`config.mk`:
```
export PLATFORM = sky130hd
export DESIGN_NAME = keypad_scanner
export DESIGN_NICKNAME = d
export VERILOG_FILES = /design/src/rtl/keypad_scanner.sv
export SDC_FILE = /design/constraint.sdc
export NUM_CORES = 1
export LEC_CHECK = 0
export BUFFER_PORTS_ARGS = -buffer_cell sky130_fd_sc_hd__buf_2
export CORE_MARGIN = 4
export CORE_UTILIZATION = 57
export DETAILED_ROUTE_END_ITERATION = 8
export HOLD_SLACK_MARGIN = 0.03
export PLACE_DENSITY = 0.75
export SETUP_SLACK_MARGIN = 0.5
export SYNTH_ARGS = -nofsm -noshare
export SYNTH_HDL_FRONTEND = slang
export SYNTH_SLANG_ARGS = --single-unit
```
`constraint.sdc`:
```
create_clock -name clk -period 8.5 [get_ports clk]
set_input_delay 2.125 -clock clk [delete_from_list [all_inputs] [get_ports clk]]
set_output_delay 2.125 -clock clk [all_outputs]
set_load 0.01 [all_outputs]
```
`src/rtl/keypad_scanner.sv`:
```
// keypad_scanner: 4x4 matrix keypad scanner with whole-scan debounce and single-key reporting
module keypad_scanner #(
  parameter int SCAN_DIV = 2500,
  parameter int DEBOUNCE_SCANS = 4
) (
  input  logic       clk,
  input  logic       resetN,
  input  logic [3:0] row,
  output logic [3:0] col,
  output logic [3:0] keyCode,
  output logic       keyValid,
  output logic       keyHeld
);
  localparam int DW = $clog2(SCAN_DIV);
  localparam logic [DW-1:0] DWELL_MAX = DW'(SCAN_DIV - 1);
  localparam logic [3:0] STABLE_MAX = 4'(DEBOUNCE_SCANS);
  // snap bit (col*4 + row) to hex code, bit 0 in the low nibble
  localparam logic [63:0] KEY_MAP = 64'hDCBA_E963_F852_0741;
  typedef enum logic [1:0] {CLS_NONE, CLS_SINGLE, CLS_MULTI} clsKind_t;
  typedef enum logic [1:0] {IDLE, PRESSED, LOCKED} state_t;
  logic [3:0] rowMeta, rowSync;
  logic [1:0] colIdx;
  logic [DW-1:0] dwell;
  logic [15:0] snap;
  logic scanDone, lastDwell, sameCls, stableHit;
  logic [4:0] bitCount;
  clsKind_t curKind, prevKind;
  logic [3:0] curCode, prevCode, stable, nextStable;
  state_t state;
  assign lastDwell = dwell == DWELL_MAX;
  assign col = ~(4'b0001 << colIdx);
  always_ff @(posedge clk) begin
    if (!resetN) begin
      rowMeta <= 4'hF;
      rowSync <= 4'hF;
      colIdx <= '0;
      dwell <= '0;
      snap <= '0;
      scanDone <= 1'b0;
    end else begin
      rowMeta <= row;
      rowSync <= rowMeta;
      dwell <= lastDwell ? '0 : dwell + 1'b1;
      scanDone <= lastDwell && colIdx == 2'd3;
      if (lastDwell) begin
        snap[{colIdx, 2'b00} +: 4] <= ~rowSync;
        colIdx <= colIdx + 1'b1;
      end
    end
  end
  always_comb begin
    bitCount = '0;
    curCode = '0;
    for (int i = 0; i < 16; i++)
      if (snap[i]) begin
        bitCount = bitCount + 1'b1;
        curCode = KEY_MAP[i*4 +: 4];
      end
    curKind = bitCount == 5'd0 ? CLS_NONE : bitCount == 5'd1 ? CLS_SINGLE : CLS_MULTI;
    sameCls = curKind == prevKind && (curKind != CLS_SINGLE || curCode == prevCode);
    nextStable = sameCls ? (stable == STABLE_MAX ? stable : stable + 1'b1) : 4'd1;
    stableHit = nextStable == STABLE_MAX;
  end
  always_ff @(posedge clk) begin
    if (!resetN) begin
      stable <= '0;
      prevKind <= CLS_NONE;
      prevCode <= '0;
    end else if (scanDone) begin
      stable <= nextStable;
      prevKind <= curKind;
      prevCode <= curCode;
    end
  end
  // reporting reacts in the classification cycle so keyValid lands one cycle after the last sample
  always_ff @(posedge clk) begin
    if (!resetN) begin
      state <= IDLE;
      keyCode <= '0;
      keyValid <= 1'b0;
      keyHeld <= 1'b0;
    end else begin
      keyValid <= 1'b0;
      if (scanDone && stableHit)
        case (state)
          IDLE:
            if (curKind == CLS_SINGLE) begin
              keyCode <= curCode;
              keyValid <= 1'b1;
              keyHeld <= 1'b1;
              state <= PRESSED;
            end
          PRESSED:
            if (curKind == CLS_NONE) begin
              keyHeld <= 1'b0;
              state <= IDLE;
            end else if (curKind == CLS_MULTI || curCode != keyCode) begin
              keyHeld <= 1'b0;
              state <= LOCKED;
            end
          LOCKED:
            if (curKind == CLS_NONE) state <= IDLE;
          default: state <= IDLE;
        endcase
    end
  end
endmodule

```
After elaboration in Yosys (flattened, before gate mapping) --
Index checks and enable logic that the tools add are counted.
Word-level totals: register bits 57, bits of input ports 6, logic and storage cells 115
Operators by class: $add $sub $neg 19, equality and inequality tests 16, shift-type cells 3, mux-type cells 47, bitwise gates (word level) 3, reductions and logical operators 14
Operators with widths (count):
- $add A5 B1 Y5 const B | 15
- $mux W5 | 15
- $mux W4 | 17
- $bwmux W16 | 1
- $shift A4 B6 Y16 const A | 1
- $shiftx A4 B6 Y16 | 1
- $add A12 B1 Y12 const B | 1
- $eq A12 B12 Y1 const B | 1
- $mux W2 | 6
- $eq A4 B3 Y1 const B | 2
- $not A4 Y4 | 2
- $reduce_and A4 Y1 | 2
- $eq A2 B2 Y1 const B | 3
- $mux W1 | 6
- $neg A4 Y6 | 1
- $pmux W2 S3 | 1
- $reduce_and A3 Y1 | 2
- $eq A5 B1 Y1 const B | 1
- $logic_not A5 Y1 | 1
- $add A4 B1 Y4 const B | 1
- $eq A2 B1 Y1 const B | 2
- $eq A4 B4 Y1 | 1
- $logic_not A2 Y1 | 2
- $ne A2 B2 Y1 const B | 2
- other kinds (12) | 15

Logic depth before layout (Yosys ltp) --
Gate-level depths: netlist (run 1).
depth after elaboration 41, depth in mapped cells 55, mapped depth without buffers 54

Worst setup path before layout (run 1) --
No wires, ideal clock.
path kind reg-to-reg, start reg snap[0], end reg keyHeld, arrival 9.169 ns, required time 8.414 ns, slack -0.756 ns, cell stages (with the launch flop) 54, clock period less this slack 9.256 ns, cell sequence dfxtp_1 inv_1 ha_1 buf_6 xor2_1 ha_1 nand2_1 o31ai_1 ha_1 nand2_1 nand3_1 ha_1 nand2_1 o31ai_1 nand2b_1 ha_1 nand2b_1 o21a_1 [... 18 more ...] a21oi_1 o21bai_1 inv_1 ha_1 nand2_1 nand2_1 ha_1 nand2_1 xnor2_1 xnor2_1 and2_1 o211ai_1 nor2_1 mux2i_1 a211oi_2 mux2i_2 or3_1 a221oi_2
Between the ends: cells in the longest elaborated chain, start to end 41
Ends and longest elaborated chain:
- start: declaration | RTL line 24 | logic [15:0] snap;
- start signal: indexed assignment | RTL line 46 | snap[{colIdx, 2'b00} +: 4] <= ~rowSync;
- $mux W1 | RTL line 55 | if (snap[i]) begin
- $add A5 B1 Y5 | RTL line 56 | bitCount = bitCount + 1'b1;
- $mux W5 | RTL line 55
- $add A5 B1 Y5 | RTL line 56
- $mux W5 | RTL line 55
- $add A5 B1 Y5 | RTL line 56
- $mux W5 | RTL line 55
- $add A5 B1 Y5 | RTL line 56
- [... 24 more ...]
- $mux W2 (2 in series) | RTL line 59 | curKind = bitCount == 5'd0 ? CLS_NONE : bitCount == 5'd1 ? CLS_SINGLE : CLS_MULTI;
- $ne A2 B1 Y1 | RTL line 60 | sameCls = curKind == prevKind && (curKind != CLS_SINGLE || curCode == prevCode);
- $logic_or A1 B1 Y1 | RTL line 60
- $logic_and A1 B1 Y1 | RTL line 60
- $mux W4 | RTL line 61 | nextStable = sameCls ? (stable == STABLE_MAX ? stable : stable + 1'b1) : 4'd1;
- $eq A4 B3 Y1 | RTL line 62 | stableHit = nextStable == STABLE_MAX;
- $logic_and A1 B1 Y1 | RTL line 84 | if (scanDone && stableHit)
- $reduce_and A4 Y1 (no source line)
- end signal: assignment | RTL line 81 | keyHeld <= 1'b0;
- end signal: assignment | RTL line 90 | keyHeld <= 1'b1;
- end signal: assignment | RTL line 95 | keyHeld <= 1'b0;
- end: declaration | RTL line 12 | output logic keyHeld
Parallel ways exist; a longest one is shown, timed or not. A chain may end at the register's enable or synchronous reset.

Worst setup path in the final report (run 1) --
start reg snap[0], end reg keyCode[0]
Between the ends: cells in the longest elaborated chain, start to end 41
Ends and longest elaborated chain:
- $mux W1 | RTL line 55
- $add A5 B1 Y5 | RTL line 56
- $mux W5 | RTL line 55
- $add A5 B1 Y5 | RTL line 56
- $mux W5 | RTL line 55
- $add A5 B1 Y5 | RTL line 56
- $mux W5 | RTL line 55
- $add A5 B1 Y5 | RTL line 56
- [... 24 more ...]
- $mux W2 (2 in series) | RTL line 59
- $ne A2 B1 Y1 | RTL line 60
- $logic_or A1 B1 Y1 | RTL line 60
- $logic_and A1 B1 Y1 | RTL line 60
- $mux W4 | RTL line 61
- $eq A4 B3 Y1 | RTL line 62
- $logic_and A1 B1 Y1 | RTL line 84
- $reduce_and A3 Y1 (no source line)
- end signal: assignment | RTL line 88 | keyCode <= curCode;
- end: declaration | RTL line 10 | output logic [3:0] keyCode,
Parallel ways exist; a longest one is shown, timed or not.

==> reports/metrics.sh, run 1 <==
TRITONCTS='built'
GLOBALROUTETOTALUTIL_PCT=23.04
CORE-AREA_UM2=7807
TIMING.MAX_SLEW.REL_SLACK_PCT=34.73
FINISH.NET_COUNT=662
ASYNCSETRESETFLOPFRACSYNTH_PCT=0
INITIALDRTVIOLATIONCOUNT=209
DRIVE_GT1_SHARE_PCT=27.83
SLOWEST_DELAY_PS=340
CTS.SINK_COUNT=57
VIOLATIONS_IN_THE_FINAL_REPORTS='negative setup slack'
CTS-ROOT-BUF='sky130_fd_sc_hd__clkbuf_8'
RESULT_OF_THE_RUN='finished with violations'
TIMING_WORST_SETUP_PATH_TYPE='flop to flop'
N_FILL_CELL=569
FINAL_MAX_SLEW_VIOL_COUNT=0
GRT_PASS1_WL_MM=18.84
TIMING.CRITICAL_PATH.DEPTH=53
DIE_WIDTH_UM=97.85
CRIT_END='keyCode[0]'
TIMING.MAX_CAP.VIOLATIONS=0
FINAL_AREA_UM2=5772
SYNTH_ENABLE_FLOP_CELLS=0
CTS.PATH.MAX_BUFFERS=2
VIA_COUNT_OF_THE_FIRST_GLOBAL_ROUTING_PASS=4166
WORST_SETUP_PATH_START_KIND='flop'
CRIT_REQUIRED_PS=8700
AREA_SHARE_OF_THE_LARGEST_CELL_TYPE_AFTER_SYNTHESIS_PCT=24.80
DIE_AREA_UM2=9575
PERIOD_NEEDED_PS=9249
GRT_ANTENNA_BEFORE_REPAIR=0
ROUTE.DETAILED.DRC=0
YS_SEQ_ELEMENTS=57
SW_SHARE_PCT=21.51
PWR_DENSITY_CELL_nW_PER_UM2=85.25
WL_PER_CELL_UM=15.87
MAX_SLEW.WORST_PIN.SLEW_PS=973.0
P_LEAK_nW=2.312
NETLIST_TOP_CELLS_AREA='sky130_fd_sc_hd__dfxtp_1, sky130_fd_sc_hd__ha_1, sky130_fd_sc_hd__xnor2_1, sky130_fd_sc_hd__nor2_1, sky130_fd_sc_hd__nand2_1'
INITIAL_UTILIZATION_PCT=58.94
DP_HPWL_MM=7.750
GRT_MAX_DEGREE=35
SYNTH_COMMON_CELLS='sky130_fd_sc_hd__nor2_1, sky130_fd_sc_hd__dfxtp_1, sky130_fd_sc_hd__nand2_1'
GRT_SETUP_UNREPAIRED='true'
PLACED_CELL_AREA_UM2=5101
SYN-NUM-NETS=599
ROUTE.FINAL.WIRE_LENGTH_MM=11.71
TIMING.CRITICAL_PATH.MODE_CELL='sky130_fd_sc_hd__ha_4'
TRITONCTS.NUM_BUFFERS=9
SEQCELLAREA_UM2=1145
POST-PLACE-CELLS=699
POSTLAYOUTCOREUTIL_PCT=73.93
WORSTPATHBUFFERINVERTERCOUNT=5
FMAX_MHz=108.1
PATH_MAX_FANOUT=5
POST-SYNTH-TOP-COUNT-CELL='sky130_fd_sc_hd__nor2_1'
NET_SWITCHING_COMPONENT_OF_THE_POWER_uW=105.8
DRT-VIAS-PER-INSTANCE=5.894
CLOCK_POWER_SHARE_PCT=42.7
TOTAL_NEGATIVE_SLACK_PS=-9236
SYN_INST=569
LAYOUT_WORST_PATH_CYCLE_SHARE_PCT=108.8
ANT_NETS=0
NETLIST_AREA_UM2=4602
PWR-SHARE-SEQ_PCT=55.4
SYNTHESIS.YOSYS.WARNINGS=0
GRT.OVERFLOW.TOTAL=0
CLK_PIN_SLEW_WORST_PATHS_PS=60
SETUP-VIOLATIONS-FINAL=14
SYNTH_SEQ_AREA_SHARE_PCT=24.80
CTS_HTREE_LEVELS=3
PLACEMENT_ROWS=32
CRITICAL_PATH.ENDPOINT_TYPE='flop'
DRT-PASS1-ITER-COUNT=5
SYNTH.LIB_CELLS_USED.DISTINCT=74
SYNTH_TOP_FLOP_CELL='sky130_fd_sc_hd__dfxtp_1'
CPMAXSTAGEDELAYCELL='sky130_fd_sc_hd__dfxtp_2'
INTPOWER_uW=386.2
GP_CONGESTION=0.8881
COMBPWRFRAC_PCT=1.9
MIN_PATH_TYPE='flop to flop'
HOLD_DEPTH=1
TIMING.RR.END='keyCode[0]'
CLOCK_SKEW_PS=10.18
DIE-HEIGHT_UM=97.85
IO_PINS=16
CRITICAL_PATH_ARRIVAL_PS=9450
AREA_GROWTH_PCT=25.42
WORST_REG2REG_PATH_STARTPOINT='snap[0]'
ANTENNA_CELLS_INSERTED=0
VDD.IR_DROP.WORST_uV=120.7
DETAILROUTE.VIA_COUNT=4350
FINAL_CRITICAL_PATH_SETUP_SLACK_PS=-749.2
AVGSYNTHCELLAREA_UM2=8.088
MULTI_INPUT_GATE_AREA_IN_THE_FINAL_LAYOUT_UM2=3665
SETUP.WORST_PATH.START='snap[0]'
POST_LAYOUT_NONFILLER_INSTANCES=738
WORST_SKEW_PAIR.LATE_LATENCY_PS=330
IO_BUFFERS=15
CRITICAL_PATH.TOP_DELAY_FAMILY='adder cells'
NUMBER_OF_HOLD_VIOLATIONS_IN_THE_FINAL_REPORT=0
CTS.HOLD.BUFFERS_ADDED=0
R2R_CELLS=53
WORST-R2R-SETUP-SLACK_PS=-750
TOP_CELL_TYPE_BY_TOTAL_AREA_AFTER_SYNTHESIS='sky130_fd_sc_hd__dfxtp_1'
[layout by cell type, fill, tap and decap left out, types with 8 or more instances in the layout]
cell and instances:
sky130_fd_sc_hd__nor3_1 26, sky130_fd_sc_hd__a211oi_1 9, sky130_fd_sc_hd__dfxtp_1 54, sky130_fd_sc_hd__nand2_1 45
sky130_fd_sc_hd__buf_4 56, sky130_fd_sc_hd__a31oi_1 8, sky130_fd_sc_hd__ha_1 15, sky130_fd_sc_hd__nand3_1 24
sky130_fd_sc_hd__buf_2 15, sky130_fd_sc_hd__nand4_1 8, sky130_fd_sc_hd__clkbuf_8 10, sky130_fd_sc_hd__ha_4 8
sky130_fd_sc_hd__nand2b_1 12, sky130_fd_sc_hd__a21oi_1 31, sky130_fd_sc_hd__mux2i_1 9, sky130_fd_sc_hd__xnor2_1 31
sky130_fd_sc_hd__nor2_1 65, sky130_fd_sc_hd__xor2_1 11, sky130_fd_sc_hd__inv_1 27, sky130_fd_sc_hd__xnor2_2 8
[through the flow]
step           worst slack, ps  total power [mW]  hold WS, ps
4_1_cts                 -482.8            0.4946        411.1
3_5_place_dp            -810.9            0.2875        399.5
3_3_place_gp            -497.4            0.2872        391.2
5_1_grt                  -1172            0.5099        429.0
6_report                -749.2            0.4920        408.7
2_1_floorplan           -510.1            0.2843        386.3
[routing by layer]
metal	track usage [%]	vias up	part of all wire [%]
li1	-	2123	-
met1	29.30	2064	43
met2	40.26	124	50
met3	3.500	39	4.2
met4	6.816	0	2.7
met5	0	-	0
[power groups by stage]
stage	clock network [mW]	registers [mW]	logic, mW
2_1_floorplan	0	0.278	0.00667
3_3_place_gp	0	0.278	0.00895
3_5_place_dp	0	0.278	0.00921
4_1_cts	0.213	0.272	0.00925
5_1_grt	0.226	0.273	0.0107
6_report	0.210	0.273	0.00919
[state kept, by name, indices dropped and copies added, names as in the netlist]
| signal | flops |
|---|---|
| snap | 16 |
| keyCode | 4 |
| prevKind | 2 |
| rowSync | 4 |
| keyHeld | 1 |
| stable | 4 |
| keyValid | 1 |
| rowMeta | 4 |
| prevCode | 4 |
| state | 2 |
| scanDone | 1 |
| dwell | 12 |
| colIdx | 2 |
[how the worst min path moves through the flow]
stage                from          to
2_1_floorplan  rowMeta[0]  rowSync[0]
3_3_place_gp   rowMeta[3]  rowSync[3]
3_5_place_dp   rowMeta[3]  rowSync[3]
4_1_cts        rowMeta[1]  rowSync[1]
5_1_grt        rowMeta[1]  rowSync[1]
6_report       rowMeta[1]  rowSync[1]
[logic make-up (layout without fill, tap and decap cells)]
| group | count (synthesis) | in the layout | synth area share (%) |
|---|---|---|---|
| buffers and inverters | 59 | 125 | 5.274 |
| flip-flops | 57 | 57 | 24.80 |
| AND/OR/NAND/NOR | 237 | 237 | 24.96 |
| AO/OA/AOI/OAI | 108 | 108 | 16.31 |
| multiplexers | 20 | 21 | 5.084 |
| adder cells (fa/ha/maj) | 24 | 24 | 6.525 |
| XOR/XNOR | 64 | 64 | 17.05 |
[final cells by class]
type / instances / area share (%)
well taps: 102 / 2.211
multi-input cells: 454 / 63.49
inverters: 35 / 2.320
repair buffers: 75 / 9.430
clock buffers: 15 / 2.710
flip-flops and latches: 57 / 19.84
[worst register-to-register path: cells and delay by family, from the launching register on]
family | cells | cell delay, ps
adder cells (fa/ha/maj) | 13 | 3370
AO/OA/AOI/OAI | 14 | 2210
AND/OR/NAND/NOR | 14 | 1460
multiplexers | 4 | 840
XOR/XNOR | 3 | 520
buffers and inverters | 5 | 360
flip-flops | 1 | 340
[what timing repair did]
action,in CTS,in global routing
pin swaps,31,26
setup endpoints to repair,14,14
setup buffers,17,6
gates cloned,1,0
resized for setup,31,32
(Power assumes the default switching activity.)
==> run 2, diff against run 1 <==
--- a/config.mk
+++ b/config.mk
@@ -10,6 +10,7 @@
 export CORE_UTILIZATION = 57
 export DETAILED_ROUTE_END_ITERATION = 8
 export HOLD_SLACK_MARGIN = 0.03
+export MAX_ROUTING_LAYER = met4
 export PLACE_DENSITY = 0.75
 export SETUP_SLACK_MARGIN = 0.5
 export SYNTH_ARGS = -nofsm -noshare
==> run 2 against run 1 <==
Compared with the run above:
- worst hold slack lost 2.6 ps
- die area is the same
- clock power is essentially flat
- via count fell by 0.14%
- the flow still finishes with violations (negative setup slack)
- critical path depth stayed put
- utilization did not move
==> reports/metrics.sh, run 2 (synthesis gave the netlist of run 1 again) <==
TOP_ROUTING_LAYER_IN_USE='met4'
MAX_FFS_PER_REGISTER=16  # unchanged
GRT_ANTENNA_BEFORE_REPAIR=0  # unchanged
VIA_COUNT_OF_THE_FIRST_GLOBAL_ROUTING_PASS=4155  # -0.26%
MET2WIRELENGTH_MM=5.858  # -0.27%
WL_PER_CELL_UM=15.90  # +0.20%
SETUP-VIOLATIONS-FINAL=14  # unchanged
WORST_SETUP_PATH_START_KIND='flop'
NUMBER_OF_HOLD_VIOLATIONS_IN_THE_FINAL_REPORT=0  # unchanged
MIN_PATH_TYPE='flop to flop'
FMAX_MHz=108.3  # +0.13%
CRITICAL_PATH_ARRIVAL_PS=9440  # about the same
DIE_WIDTH_UM=97.85  # unchanged
FINAL_AREA_UM2=5772  # unchanged
INITIAL_UTILIZATION_PCT=58.94  # unchanged
GLOBALROUTETOTALUTIL_PCT=23.73  # +0.69 points
RESULT_OF_THE_RUN='finished with violations'
GRT_MAX_DEGREE=35  # unchanged
WORST_SKEW_PAIR.LATE_LATENCY_PS=330  # about the same
DIE_AREA_UM2=9575  # unchanged
DRT-PASS1-ITER-COUNT=5  # unchanged
FINAL_HOLD_SLACK_PS=406.1  # -2.631 ps
ANTENNA_CELLS_INSERTED=0  # unchanged
MET1_LENGTH_MM=5.157  # +2.6%
DP_HPWL_MM=7.750  # unchanged
VIOLATIONS_IN_THE_FINAL_REPORTS='negative setup slack'
ROUTE.DETAILED.DRC=0  # unchanged
TIMING.RR.END='keyCode[0]'
WORST_REG2REG_PATH_STARTPOINT='snap[0]'
CLK_PIN_SLEW_WORST_PATHS_PS=60  # about the same
ANT_NETS=0  # unchanged
TRITONCTS='built'
R2R_CELLS=53  # unchanged
LARGEST_REGISTERS='snap: 16 flops, dwell: 12 flops'
CPMAXSTAGEDELAYCELL='sky130_fd_sc_hd__dfxtp_2'
IO_PINS=16  # unchanged
CTS.PATH.MAX_BUFFERS=2  # unchanged
GP_CONGESTION=0.9029  # +1.7%
LAYOUT_WORST_PATH_CYCLE_SHARE_PCT=108.7  # -0.14 points
GRT_SETUP_UNREPAIRED='true'
FINISH.NET_COUNT=662  # unchanged
PLACEMENT_ROWS=32  # unchanged
CTS_HTREE_LEVELS=3  # unchanged
PERIOD_NEEDED_PS=9237  # -11.95 ps
SLOWEST_DELAY_PS=340  # about the same
MAX_SLEW.WORST_PIN.SLEW_PS=983.5  # +10.49 ps
TIMING_WORST_SETUP_PATH_TYPE='flop to flop'
DETAILROUTE.VIA_COUNT=4344  # -0.14%
LAYOUT_COMMON_CELLS='sky130_fd_sc_hd__nor2_1, sky130_fd_sc_hd__buf_4, sky130_fd_sc_hd__dfxtp_1'
FINAL_COMMON_CELL='sky130_fd_sc_hd__nor2_1'
TIMING.MAX_SLEW.REL_SLACK_PCT=34.03  # -0.70 points
VDD.IR_DROP.WORST_uV=122.1  # +1.1%
DIE-HEIGHT_UM=97.85  # unchanged
TRITONCTS.NUM_BUFFERS=9  # unchanged
GRT.OVERFLOW.TOTAL=0  # unchanged
TOTAL_NEGATIVE_SLACK_PS=-9218  # +17.86 ps
TIMING.CRITICAL_PATH.MODE_CELL='sky130_fd_sc_hd__ha_4'
ROUTE.FINAL.WIRE_LENGTH_MM=11.74  # +0.20%
FINAL_MAX_SLEW_VIOL_COUNT=0  # unchanged
P_LEAK_nW=2.312  # unchanged
DRT-VIAS-PER-INSTANCE=5.886  # -0.14%
GRT_PASS1_WL_MM=18.88  # +0.19%
CLOCK_SKEW_PS=7.033  # -3.148 ps
DRIVE_GT1_SHARE_PCT=27.83  # unchanged
WL_MET3_UM=446  # -9.7%
INITIALDRTVIOLATIONCOUNT=231  # +11%
PWR_DENSITY_CELL_nW_PER_UM2=85.42  # +0.20%
WORST-R2R-SETUP-SLACK_PS=-740  # about the same
HOLD_DEPTH=1  # unchanged
WORST_MIN_PATH_START='rowMeta[1]'
AREA_GROWTH_PCT=25.42  # unchanged
CTS-ROOT-BUF='sky130_fd_sc_hd__clkbuf_8'
FINAL_CRITICAL_PATH_SETUP_SLACK_PS=-737.2  # +11.95 ps
CORE-AREA_UM2=7807  # unchanged
POWER_uW=493.0  # +0.20%
N_FILL_CELL=569  # unchanged
END_POINT_OF_THE_MOST_CRITICAL_HOLD_PATH='rowSync[1]'
PLACED_CELL_AREA_UM2=5101  # unchanged
IO_BUFFERS=15  # unchanged
TIMING.MAX_CAP.VIOLATIONS=0  # unchanged
CRITICAL_PATH.ENDPOINT_TYPE='flop'
SETUP.WORST_PATH.START='snap[0]'
CTS.SINK_COUNT=57  # unchanged
CRIT_REQUIRED_PS=8710  # about the same
REGISTERS.TOP_BY_FF_COUNT='snap'
PATH_MAX_FANOUT=5  # unchanged
## run 2: cell counts in the layout (fill, tap and decap cells not counted)
Identical to the previous run, type by type.
## run 2: layout make-up
cell class | count | area [µm²] | share of cell area [%]
Timing Repair Buffer | 75 | 544.3 | 9.430
Clock buffer | 15 | 156.4 | 2.710
Multi-Input combinational cell | 454 | 3665 | 63.49
Sequential cell | 57 | 1145 | 19.84
Tap cell | 102 | 127.6 | 2.211
Inverter | 35 | 133.9 | 2.320
## run 2: how the worst max path moves through the flow
| stage | to | slack [ps] | cells after the start |
|---|---|---|---|
| 4_1_cts | keyHeld | -480 | 53 |
| 3_5_place_dp | stable[0] | -810 | 55 |
| 5_1_grt | keyHeld | -1170 | 53 |
| 2_1_floorplan | state[1] | -510 | 55 |
| 3_3_place_gp | stable[0] | -500 | 54 |
| 6_report | keyCode[0] | -740 | 53 |
## run 2: worst max-delay path, delay by kind of cell, from the launching register on
family	cells	cell delay, ps
flops	1	340
buf+inv	5	370
fa+ha+maj	13	3370
simple gates	14	1460
mux	4	840
compound gates	14	2200
xor+xnor	3	520
## run 2: per-stage QoR
stage / setup slack, ps / util (%) / instances
floorplan: -510.1 / - / 569
global placement: -497.4 / 65.34 / 699
detailed placement: -810.9 / 65.34 / 699
CTS: -482.8 / 71.07 / 732
global route: -1172 / 73.93 / 738
finish: -737.2 / 73.93 / 738
## run 2: repair_timing
action | in CTS | in global routing
buffers inserted | 17 | 6
resized for setup | 31 | 32
gates cloned | 1 | 0
endpoints found under the setup margin | 14 | 14
hold buffers | 0 | 0
pin swaps | 31 | 26
## run 2: report_power, final
group | switching, mW | internal [mW]
sequential | 0.00233 | 0.270
clock | 0.0985 | 0.113
combinational | 0.00595 | 0.00329
total | 0.107 | 0.386
## run 2: per-layer routing
layer / global-route usage, % / vias up
met5: - / -
met1: 29.52 / 2069
met4: 6.816 / 0
li1: - / 2128
met2: 40.26 / 117
met3: 3.143 / 30
==> run 3, diff against run 2 <==
--- a/config.mk
+++ b/config.mk
@@ -11,8 +11,9 @@
 export DETAILED_ROUTE_END_ITERATION = 8
 export HOLD_SLACK_MARGIN = 0.03
 export MAX_ROUTING_LAYER = met4
-export PLACE_DENSITY = 0.75
+export PLACE_DENSITY_LB_ADDON = 0.1
 export SETUP_SLACK_MARGIN = 0.5
+export SKIP_CTS_REPAIR_TIMING = 1
 export SYNTH_ARGS = -nofsm -noshare
 export SYNTH_HDL_FRONTEND = slang
 export SYNTH_SLANG_ARGS = --single-unit
==> run 3 against run 2 <==
Compared with the run above:
- the run still ends with negative setup slack left
- sequential share of layout area up 0.37 points
- setup slack improved by 290 ps
- design area down 1.7%
- sequential power about the same
- register-to-register slack improved by 290 ps
- critical endpoint is now stable[0]
==> reports/metrics.sh, run 3 (synthesis gave the netlist of run 1 again) <==
RESULT_OF_THE_RUN='finished with violations'
VIOLATIONS_IN_THE_FINAL_REPORTS='negative setup slack'
LARGEST_REGISTERS='snap: 16 flops, dwell: 12 flops'
WORST_MIN_PATH_START='rowMeta[0]'
TIMING.MAX_CAP.VIOLATIONS=0  # unchanged
FINAL_MAX_SLEW_VIOL_COUNT=0  # unchanged
CTS_HTREE_LEVELS=3  # unchanged
TRITONCTS.NUM_BUFFERS=9  # unchanged
ROUTE.DETAILED.DRC=0  # unchanged
FINAL_HOLD_SLACK_PS=407.4  # +1.342 ps
GRT_PASS1_WL_MM=17.35  # -8.1%
CRIT_REQUIRED_PS=8710  # about the same
PATH_MAX_FANOUT=8  # +3
GRT_ANTENNA_BEFORE_REPAIR=0  # unchanged
CRITICAL_PATH.ENDPOINT_TYPE='flop'
VDD.IR_DROP.WORST_uV=134.3  # +10%
GRT_SETUP_UNREPAIRED='true'
CRITICAL_PATH_ARRIVAL_PS=9160  # -280 ps
WL_PER_CELL_UM=14.42  # -9.4%
TIMING.CRITICAL_PATH.MODE_CELL='sky130_fd_sc_hd__ha_4'
MAX_FFS_PER_REGISTER=16  # unchanged
CLOCK_SKEW_PS=5.632  # -1.401 ps
CPMAXSTAGEDELAYCELL='sky130_fd_sc_hd__dfxtp_4'
TIMING_WORST_SETUP_PATH_TYPE='flop to flop'
DRIVE_GT1_SHARE_PCT=25.68  # -2.2 points
DIE_WIDTH_UM=97.85  # unchanged
PLACED_CELL_AREA_UM2=5121  # +0.39%
FINAL_COMMON_CELL='sky130_fd_sc_hd__nor2_1'
WORST_REG2REG_PATH_STARTPOINT='snap[0]'
PERIOD_NEEDED_PS=8947  # -290.6 ps
INITIAL_UTILIZATION_PCT=58.94  # unchanged
AREA_GROWTH_PCT=23.27
MAX_SLEW.WORST_PIN.SLEW_PS=995.3  # +11.84 ps
FMAX_MHz=111.8  # +3.2%
CTS.PATH.MAX_BUFFERS=2  # unchanged
FINAL_AREA_UM2=5673  # -1.7%
FINAL_CRITICAL_PATH_SETUP_SLACK_PS=-446.7  # +290.6 ps
N_FILL_CELL=617  # +8.4%
END_POINT_OF_THE_MOST_CRITICAL_HOLD_PATH='rowSync[0]'
FINISH.NET_COUNT=654  # -1.2%
SLOWEST_DELAY_PS=370  # +30 ps
WORST_SKEW_PAIR.LATE_LATENCY_PS=330  # about the same
CTS-ROOT-BUF='sky130_fd_sc_hd__clkbuf_8'
PWR_DENSITY_CELL_nW_PER_UM2=87.04  # +1.9%
GRT_MAX_DEGREE=35  # unchanged
HOLD_DEPTH=1  # unchanged
ANTENNA_CELLS_INSERTED=0  # unchanged
R2R_CELLS=52  # -1.9%
DIE-HEIGHT_UM=97.85  # unchanged
PLACEMENT_ROWS=32  # unchanged
PLACE_WORST_SETUP_SLACK_PS=-835.9  # -25.00 ps
REGISTERS.TOP_BY_FF_COUNT='snap'
POST-PLACE-CELLS=700  # +0.14%
DIE_AREA_UM2=9575  # unchanged
TIMING.MAX_SLEW.REL_SLACK_PCT=33.24  # -0.79 points
GP_CONGESTION=0.8603  # -4.7%
TRITONCTS='built'
WORST_SETUP_PATH_START_KIND='flop'
DRT-PASS1-ITER-COUNT=4  # -1
NUMBER_OF_HOLD_VIOLATIONS_IN_THE_FINAL_REPORT=0  # unchanged
CLK_PIN_SLEW_WORST_PATHS_PS=60  # about the same
LAYOUT_WORST_PATH_CYCLE_SHARE_PCT=105.3  # -3.4 points
CTS.SINK_COUNT=57  # unchanged
DRT-VIAS-PER-INSTANCE=5.672  # -3.6%
LAYOUT_COMMON_CELLS='sky130_fd_sc_hd__nor2_1, sky130_fd_sc_hd__dfxtp_1, sky130_fd_sc_hd__buf_4'
VIA_COUNT_OF_THE_FIRST_GLOBAL_ROUTING_PASS=3862  # -7.1%
IO_PINS=16  # unchanged
DP_HPWL_MM=7.666  # -1.1%
GLOBALROUTETOTALUTIL_PCT=21.72  # -2.0 points
GRT.OVERFLOW.TOTAL=0  # unchanged
IO_BUFFERS=15  # unchanged
P_LEAK_nW=2.310  # about the same
ANT_NETS=0  # unchanged
POST_LAYOUT_NONFILLER_INSTANCES=729  # -1.2%
INITIALDRTVIOLATIONCOUNT=164  # -29%
DETAILROUTE.VIA_COUNT=4135  # -4.8%
ROUTE.FINAL.WIRE_LENGTH_MM=10.51  # -10%
WORST-R2R-SETUP-SLACK_PS=-450  # +290 ps
SETUP-VIOLATIONS-FINAL=14  # unchanged
TIMING.RR.END='stable[0]'
MIN_PATH_TYPE='flop to flop'
CORE-AREA_UM2=7807  # unchanged
## run 3: cell type report
cell class,instances,area (µm²),share of cell area [%]
Timing Repair Buffer,68,489.2,8.624
Sequential cell,57,1146,20.20
Inverter,35,136.4,2.404
Multi-Input combinational cell,453,3611,63.65
Clock buffer,14,162.7,2.867
Tap cell,102,127.6,2.250
## run 3: critical path: cells and delay by family (launching register included)
kind	cells	cell delay (ps)
and+or+nand+nor	14	1490
DFF	1	370
AOI/OAI and AO/OA	14	2140
buffers and inverters	4	160
adders and majority gates	13	3300
xor gates and xnor gates	3	480
muxes	4	900
## run 3: through the flow
step | setup TNS (ps) | total power, mW | util (%)
3_5_place_dp | -9444 | 0.2876 | 65.59
4_1_cts | -10150 | 0.4977 | 67.68
3_3_place_gp | -5223 | 0.2873 | 65.59
5_1_grt | -11850 | 0.5128 | 72.66
2_1_floorplan | -4848 | 0.2843 | -
6_report | -5018 | 0.4938 | 72.66
## run 3: worst max path at each step
stage,cells past startpoint,startpoint,to
global route,55,snap[1],keyCode[2]
floorplan,55,snap[1],state[1]
detailed placement,54,snap[0],stable[0]
CTS,53,snap[0],stable[0]
finish,52,snap[0],stable[0]
global placement,53,snap[1],stable[0]
## run 3: power by group
| group | switching, mW | internal (mW) | total, mW | leakage [nW] |
|---|---|---|---|---|
| sequential | 0.00232 | 0.270 | 0.272 | 0.463 |
| combinational | 0.00590 | 0.00327 | 0.00917 | 1.76 |
| clock | 0.0936 | 0.119 | 0.212 | 0.0826 |
## run 3: metal layers
layer	vias up	track usage, %	routed length, µm
li1	2114	-	-
met1	1928	28.58	4915
met2	82	35.71	5126
met3	11	2.571	362
met4	0	5.325	105
met5	-	-	0
